## src/rtl/rpn_calculator.sv

```systemverilog
// rpn_calculator: infix token stream -> shunting-yard reduction on an operand
// stack, with the result of each '=' presented on a strobe/ack port.
module rpn_calculator #(
  parameter int unsigned DEPTH = 8
) (
  input  logic        CLK,
  input  logic        RST,
  input  logic        input_stb,
  input  logic [31:0] input_data,
  input  logic        is_input_operator,
  output logic        input_ack,
  output logic        output_stb,
  output logic [31:0] output_data,
  input  logic        output_ack
);

  localparam int unsigned DW = 32;
  localparam int unsigned AW = (DEPTH > 1) ? $clog2(DEPTH) : 1;
  localparam int unsigned CW = $clog2(DEPTH + 1);

  localparam logic [2:0] OP_MUL = 3'b001;
  localparam logic [2:0] OP_ADD = 3'b010;
  localparam logic [2:0] OP_SUB = 3'b011;
  localparam logic [2:0] OP_EQ  = 3'b100;

  typedef enum logic [1:0] {S_IDLE, S_REDUCE, S_ACK, S_RESULT} state_t;

  state_t          r_state, w_state_nxt;
  logic [DW-1:0]   r_num [DEPTH];
  logic [CW-1:0]   r_num_cnt;
  logic [2:0]      r_op [DEPTH];
  logic [CW-1:0]   r_op_cnt;
  logic [2:0]      r_pend;
  logic            r_input_ack;
  logic            r_output_stb;
  logic [DW-1:0]   r_output_data;

  logic [2:0]      w_tok_code;
  logic [DW-1:0]   w_num_top, w_num_sec, w_red_res;
  logic [2:0]      w_op_top, w_op_sec;
  logic [AW-1:0]   w_num_wr_idx;
  logic [CW-1:0]   w_num_cnt_red;
  logic            w_push_num, w_reduce, w_push_op, w_load_pend;
  logic            w_ack_nxt, w_res_load, w_clear;
  logic [2:0]      w_op_code;
  logic [DW-1:0]   w_res_val;

  // '=' binds weakest so it drains every pending operator
  function automatic logic [1:0] f_prec(input logic [2:0] code);
    case (code)
      OP_MUL:         f_prec = 2'd2;
      OP_ADD, OP_SUB: f_prec = 2'd1;
      default:        f_prec = 2'd0;
    endcase
  endfunction

  assign w_tok_code  = input_data[2:0];
  assign input_ack   = r_input_ack;
  assign output_stb  = r_output_stb;
  assign output_data = r_output_data;

  // Stack tops and the single reduction this cycle would perform (missing operands read as 0)
  always_comb begin
    w_num_top     = (r_num_cnt != '0) ? r_num[AW'(r_num_cnt - CW'(1))] : '0;
    w_num_sec     = (r_num_cnt > CW'(1)) ? r_num[AW'(r_num_cnt - CW'(2))] : '0;
    w_op_top      = (r_op_cnt != '0) ? r_op[AW'(r_op_cnt - CW'(1))] : 3'b000;
    w_op_sec      = (r_op_cnt > CW'(1)) ? r_op[AW'(r_op_cnt - CW'(2))] : 3'b000;
    w_num_wr_idx  = (r_num_cnt > CW'(1)) ? AW'(r_num_cnt - CW'(2)) : '0;
    w_num_cnt_red = (r_num_cnt > CW'(1)) ? CW'(r_num_cnt - CW'(1)) : CW'(1);
    case (w_op_top)
      OP_MUL:  w_red_res = w_num_sec * w_num_top;
      OP_ADD:  w_red_res = w_num_sec + w_num_top;
      OP_SUB:  w_red_res = w_num_sec - w_num_top;
      default: w_red_res = w_num_sec;
    endcase
  end

  // State register
  always_ff @(posedge CLK) begin
    if (!RST) r_state <= S_IDLE;
    else      r_state <= w_state_nxt;
  end

  // Next-state and datapath control
  always_comb begin
    w_state_nxt = r_state;
    w_push_num  = 1'b0;
    w_reduce    = 1'b0;
    w_push_op   = 1'b0;
    w_op_code   = w_tok_code;
    w_load_pend = 1'b0;
    w_ack_nxt   = 1'b0;
    w_res_load  = 1'b0;
    w_res_val   = w_num_top;
    w_clear     = 1'b0;
    case (r_state)
      S_IDLE: begin
        if (input_stb) begin
          if (!is_input_operator) begin
            w_push_num  = 1'b1;
            w_ack_nxt   = 1'b1;
            w_state_nxt = S_ACK;
          end else begin
            case (w_tok_code)
              OP_MUL, OP_ADD, OP_SUB, OP_EQ: begin
                if (r_op_cnt != '0 && f_prec(w_op_top) >= f_prec(w_tok_code)) begin
                  w_load_pend = 1'b1;
                  w_state_nxt = S_REDUCE;
                end else if (w_tok_code == OP_EQ) begin
                  w_res_load  = 1'b1;
                  w_ack_nxt   = 1'b1;
                  w_state_nxt = S_RESULT;
                end else begin
                  w_push_op   = 1'b1;
                  w_ack_nxt   = 1'b1;
                  w_state_nxt = S_ACK;
                end
              end
              default: begin
                w_ack_nxt   = 1'b1;
                w_state_nxt = S_ACK;
              end
            endcase
          end
        end
      end
      S_REDUCE: begin
        w_reduce = 1'b1;
        if (r_op_cnt > CW'(1) && f_prec(w_op_sec) >= f_prec(r_pend)) begin
          w_state_nxt = S_REDUCE;
        end else if (r_pend == OP_EQ) begin
          w_res_load  = 1'b1;
          w_res_val   = w_red_res;
          w_ack_nxt   = 1'b1;
          w_state_nxt = S_RESULT;
        end else begin
          w_push_op   = 1'b1;
          w_op_code   = r_pend;
          w_ack_nxt   = 1'b1;
          w_state_nxt = S_ACK;
        end
      end
      S_ACK: w_state_nxt = S_IDLE;
      S_RESULT: begin
        if (output_ack) begin
          w_clear     = 1'b1;
          w_state_nxt = S_IDLE;
        end
      end
      default: w_state_nxt = S_IDLE;
    endcase
  end

  // Operand/operator stacks; a reduction that ends by pushing the pending operator overwrites the popped slot
  always_ff @(posedge CLK) begin
    if (!RST) begin
      for (int i = 0; i < int'(DEPTH); i++) begin
        r_num[i] <= '0;
        r_op[i]  <= '0;
      end
      r_num_cnt <= '0;
      r_op_cnt  <= '0;
      r_pend    <= '0;
    end else if (w_clear) begin
      r_num_cnt <= '0;
      r_op_cnt  <= '0;
    end else begin
      if (w_push_num && r_num_cnt < CW'(DEPTH)) begin
        r_num[AW'(r_num_cnt)] <= input_data;
        r_num_cnt             <= r_num_cnt + CW'(1);
      end
      if (w_reduce) begin
        r_num[w_num_wr_idx] <= w_red_res;
        r_num_cnt           <= w_num_cnt_red;
        if (w_push_op) r_op[AW'(r_op_cnt - CW'(1))] <= w_op_code;
        else           r_op_cnt <= r_op_cnt - CW'(1);
      end else if (w_push_op && r_op_cnt < CW'(DEPTH)) begin
        r_op[AW'(r_op_cnt)] <= w_op_code;
        r_op_cnt            <= r_op_cnt + CW'(1);
      end
      if (w_load_pend) r_pend <= w_tok_code;
    end
  end

  // Registered handshake outputs; result data is held after the handshake
  always_ff @(posedge CLK) begin
    if (!RST) begin
      r_input_ack   <= 1'b0;
      r_output_stb  <= 1'b0;
      r_output_data <= '0;
    end else begin
      r_input_ack <= w_ack_nxt;
      if (w_res_load) begin
        r_output_stb  <= 1'b1;
        r_output_data <= w_res_val;
      end else if (w_clear) begin
        r_output_stb  <= 1'b0;
      end
    end
  end

endmodule

```

## config.mk

```make
export PLATFORM = sky130hd
export DESIGN_NAME = rpn_calculator
export DESIGN_NICKNAME = d
export VERILOG_FILES = /design/src/rtl/rpn_calculator.sv
export SDC_FILE = /design/constraint.sdc
export NUM_CORES = 2
export LEC_CHECK = 0
export CORE_ASPECT_RATIO = 0.9
export CORE_MARGIN = 2
export CORE_UTILIZATION = 40
export CTS_CLUSTER_SIZE = 12
export DETAILED_ROUTE_END_ITERATION = 8
export SYNTH_ARGS = -nofsm -noshare
export SYNTH_HDL_FRONTEND = slang
export SYNTH_SLANG_ARGS = --single-unit
```

## constraint.sdc

```tcl
create_clock -name CLK -period 14.9 [get_ports CLK]
set_clock_uncertainty 0.15 [all_clocks]
set_input_delay 2.98 -clock CLK [delete_from_list [all_inputs] [get_ports CLK]]
set_output_delay 2.98 -clock CLK [all_outputs]
set_load 0.02 [all_outputs]
```

* Word level (Yosys, flattened, before mapping)
Memories as Yosys holds them, arrays and structs flattened.
Index checks and enable logic that the tools add are counted.
** Cells by class
- $add $sub $neg :: 8
- Multipliers :: 1
- Order comparisons :: 6
- Equal/unequal tests :: 20
- Mux-type cells :: 107
- Bitwise gates (word level) :: 2
- Reduce and logical (&&, ||, !) cells :: 23
** Operator list (count)
- two-way mux 32 bit :: 7
- case mux 32 bit (3 select lines) :: 1
- OR reduction 32 bit :: 2
- two-way mux 1 bit :: 57
- two-way mux 3 bit :: 12
- adder 32 bit :: 1
- multiplier 32 x 32 -> 32 bit :: 1
- two-way mux 2 bit :: 16
- subtractor 32 bit :: 1
- equality test 3 x 2 -> 1 bit, second input constant :: 8
- two-way mux 4 bit :: 6
- case mux 2 bit (2 select lines) :: 4
- equality test 3 x 1 -> 1 bit, second input constant :: 4
- OR reduction 2 bit :: 5
- adder 4 x 1 -> 4 bit, second input constant :: 2
- > comparator 4 x 1 -> 1 bit, second input constant :: 2
- < comparator 4 bit, second input constant :: 2
- case mux 2 bit (4 select lines) :: 1
- nonzero test 4 bit :: 2
- subtractor 4 x 1 -> 4 bit, second input constant :: 2
- equality test 3 bit, second input constant :: 2
- inequality test 2 bit, second input constant :: 3
- case mux 1 bit (2 select lines) :: 3
- AND reduction 2 bit :: 3
- other kinds (10) :: 20
** Word-level totals
- Register bits after elaboration :: 47
- Bits in writable memories :: 280
- Output and inout bits :: 34
- Word-level logic and storage cells :: 176
- Memories :: 2
** Memories
- r_num :: depth 8, bits a word 32, read ports 2, clocked after memory_dff 0, wr ports 8, RTL line 29 : logic [DW-1:0] r_num [DEPTH];
- r_op :: depth 8, bits a word 3, read ports 2, clocked after memory_dff 0, wr ports 8, RTL line 31 : logic [2:0] r_op [DEPTH];

* Logic depth before layout (Yosys ltp)
An unclocked memory read counts as a cell.
- Word-level depth :: 25
- Depth in mapped cells :: 47
- Depth with buffers taken out :: 33

* Worst setup path after synthesis
No wires, ideal clock.
- Kind :: flip-flop to flip-flop
- Start point :: register r_num_cnt[1]
- End point :: memory r_num[0][30] (data pin)
- Setup time :: 0.285 ns
- Arrival time :: 10.791 ns
- Slack :: 3.673 ns
- Stages on the path, launching flop included :: 44
- Cells stage by stage :: dfxtp_1 > buf_4 > buf_2 > buf_4 > buf_4 > buf_4 > buf_2 > buf_4 > inv_1 > ha_1 > buf_4 > buf_4 > buf_4 > buf_6 > buf_6 > buf_2 > mux4_2 > nand2_1 > (+8 left out) > fa_1 > inv_1 > ha_1 > ha_1 > fa_1 > fa_1 > ha_1 > a21o_1 > a21o_1 > a21o_1 > and2_1 > or2_2 > a2111oi_0 > o41ai_1 > a221oi_1 > xnor2_1 > a211oi_1 > nor3_1
** RTL lines
- from (decl) :: RTL line 30 : logic [CW-1:0] r_num_cnt;
- from (signal assigned) :: RTL line 170 : r_num_cnt <= r_num_cnt + CW'(1);
- from (signal assigned) :: RTL line 174 : r_num_cnt <= w_num_cnt_red;
- to (decl) :: RTL line 29

==> metrics.csv <==
stage,metric,value,unit
status,status,finished with violations,
status,failing checks,"max-capacitance violations, max-slew violations",
timing,Max Fclk,0.0816,GHz
clock_tree,Skew-Pair Late Insertion Delay,0.58,ns
clock_tree,post-CTS setup buffers,0,
placed_design,"worst slack, placed",2.85,ns
clock_tree,CTS Buf Count,38,
die,Core Region,89100,um^2
power,leakage power,0.0162,uW
synthesis,yosys warns,0,
global_route,grt ovf,0,
global_route,initial antenna violation count,5,
clock_tree,CTS Buffer Depth,3,
flow_run,Max Cap Viol,1,
synthesis,most common cell in the netlist,nor2_1,
route,DR WL/cell,27.5,um
global_route,number of global-route vias before repair,28500,
timing,final setup violation count,0,
cells_and_area,Filler cells,8527,
die,die area,92200,um^2
cells_and_area,Syn-to-layout area delta,8.79,%
synthesis,synthesized area,35900,um^2
synthesis,top post-synthesis cells by area,"edfxtp_1 23%, fa_1 23%, mux4_2 7.1%, nor2_1 6.6%, ha_1 6.0%",
setup_path,maximum net fanout on the critical path,48,
timing,pin slew with the least headroom to its limit,1.58,ns
route,DR DRC count,0,
synthesis,sequential share of the synthesized area,26.0,%
placed_design,DP Wirelength,95800,um
synthesis,register bit total from synthesis,327,
route,1st-pass router iterations,7,
route,drt via density,5.96,
setup_path,worst reg2reg setup slack,2.65,ns
synthesis,Yosys top cell area share,23.4,%
setup_path,CP Capture Type,flip-flop,
synthesis,post-synthesis cell type count,87,
route,Antenna Violating Nets Remaining,0,
setup_path,Worst R2R Path Depth,31,
timing,Final WS setup,2.65,ns
cells_and_area,utilization after layout,43.8,%
worst_hold_path,Hold Startpoint,output_stb,
timing,final period utilization,82.2,%
setup_path,CP max-delay cell,a211oi_1,
synthesis,Syn Inst Count,3622,
clock_tree,clk slew on worst S/H paths,0.06,ns
clock_tree,Hold Buf Count CTS,0,
setup_path,Critical Path Max Stage Delay,1.08,ns
placed_design,Port Buf Inserts,70,
worst_hold_path,hold path depth,2,
synthesis,"EDFF count, synth",280,
setup_path,Arrival @ worst endpoint,12.37,ns
global_route,pin count of the biggest net entering global routing,103,
setup_path,critical path class,reg2reg,
synthesis,asr flop ratio synth,0,%
die,cell row count,104,
clock_tree,H-Tree Depth,2,
power,pwr dens,77.8,nW/um^2
timing,Final Slew Violations,3,
clock_tree,Post-CTS Resized,0,
timing,RSZ-0062 raised after global routing,false,
clock_tree,clock sinks,327,
clock_tree,clk root buf,clkbuf_16,
placed_design,gpl congestion,1.02,
synthesis,ys flop type,edfxtp_1,
timing,Slew HR,-6.27,%
die,Starting Density,40.3,%
synthesis,Avg Inst Size Synth,9.92,um^2
setup_path,CP startpoint kind,flip-flop,
setup_path,CP most frequent cell,fa_1,
route,via count,28700,
timing,setup total negative slack,0,ns
synthesis,largest area contributor in the netlist,edfxtp_1,
clock_tree,CTS tree,done,
setup_path,WP data required,15.03,ns
worst_hold_path,worst hold endpoint,output_stb,
worst_hold_path,type of the worst min-delay path,reg2reg,
power,VDD IR max,0.0800,mV
synthesis,syn_nets,4241,
cells_and_area,layout cells sized above 1,9.53,%
cells_and_area,Multi-input gate area,23800,um^2
setup_path,Worst R2R End,r_num[3][30],
timing,Final Hold Viols,0,
setup_path,launching point of the worst reg2reg path,r_num_cnt[1],
cells_and_area,Register Area,9360,um^2
die,Die Ht,288,um
cells_and_area,nets@finish,4240,
route,initial DRC count,3787,
die,die width,320,um
synthesis,top post-synthesis cells by count,"634 x nor2_1, 445 x inv_1, 409 x fa_1, 375 x nand2_1, 280 x edfxtp_1",
die,IO Count,71,
route,drt total wl,133000,um
global_route,global-route usage over all layers,29.0,%
timing,post-layout minimum cycle time,12.25,ns
global_route,first-pass GRT wire length,195000,um
placed cells by master, fill, tap and decap left out, types with 24 or more instances in the layout:
cell	n
clkdlybuf4s50_1	70
buf_4	101
o21ai_0	76
mux4_2	114
xnor2_1	92
xor2_1	33
a21o_1	41
dfxtp_1	45
mux2i_1	48
nand3_1	57
edfxtp_1	280
fa_1	409
mux4_1	24
ha_1	172
inv_1	445
a211oi_1	36
nand2_1	366
clkbuf_16	39
a21oi_1	99
nor2_1	632
and2_1	27
nor3_1	97
cells by family after synthesis:
kind of cell | count (synthesis) | synth area share, %
and+or+nand+nor | 1301 | 15.3
buffers and inverters | 669 | 7.89
adders and majority gates | 582 | 28.8
AOI/OAI and AO/OA | 411 | 7.64
DFF | 327 | 26.0
muxes | 196 | 10.6
xor gates and xnor gates | 136 | 3.73
critical path, delay by kind of cell (launching register included):
family	cells	cell delay, ns
adder cells (fa/ha/maj)	10	4.70
multiplexers	1	0.61
flip-flops	1	0.83
XOR/XNOR	1	0.22
AO/OA/AOI/OAI	7	2.80
buffers and inverters	5	1.03
AND/OR/NAND/NOR	7	1.54
where the power goes:
group          total [uW]  switching (uW)  internal, uW
combinational        1030             687           340
sequential           1050            23.2          1030
clock                 966             407           559
total                3040            1120          1920
through the flow:
stage / cell area, um^2 / hold slack (ns) / total power, uW / cells
after floorplan: 35900 / 0.357 / 1710 / 3622
after global placement: 37800 / 0.326 / 2050 / 4747
after detailed placement: 37800 / 0.332 / 2050 / 4747
after CTS: 39100 / 0.344 / 3010 / 4816
after global routing: 39100 / 0.365 / 3140 / 4816
final: 39100 / 0.348 / 3040 / 4817
layer usage:
| layer | part of all wire, % | routed length, um | GRT usage [%] | up-vias |
|---|---|---|---|---|
| met5 | 0.018 | 24 | 0 | - |
| met4 | 4.6 | 6080 | 11.1 | 4 |
| met3 | 13 | 17500 | 8.07 | 336 |
| met2 | 43 | 56500 | 43.5 | 1802 |
| met1 | 40 | 52500 | 40.2 | 14500 |
| li1 | - | - | - | 12100 |
area by class of cell:
class                           count  area share, %
Clock inverter                     17          0.516
Inverter                          456           4.38
Antenna cell                        1        0.00640
Sequential cell                   327           23.9
Multi-Input combinational cell   2626           61.0
Timing Repair Buffer              172           3.79
Clock buffer                       52           2.65
Tap cell                         1166           3.73
sequential cells by signal (all words and copies together) (netlist names):
signal       flops
output_stb       1
output_data     32
r_num_cnt        4
r_op            24
r_op_cnt         4
r_num          256
r_pend           3
input_ack        1
r_state          2
worst max path at each step:
stage,end,depth (start not counted),start,slack [ns]
4_1_cts,r_num[3][30],31,r_num_cnt[1],2.79
2_1_floorplan,r_num[0][30],43,r_num_cnt[1],3.67
3_5_place_dp,r_num[3][30],31,r_num_cnt[1],2.85
3_3_place_gp,r_num[5][30],31,r_num_cnt[1],2.91
6_report,r_num[3][30],31,r_num_cnt[1],2.65
5_1_grt,r_num[3][30],30,r_num_cnt[1],2.18
No activity file was read; power rests on OpenSTA's default activity.
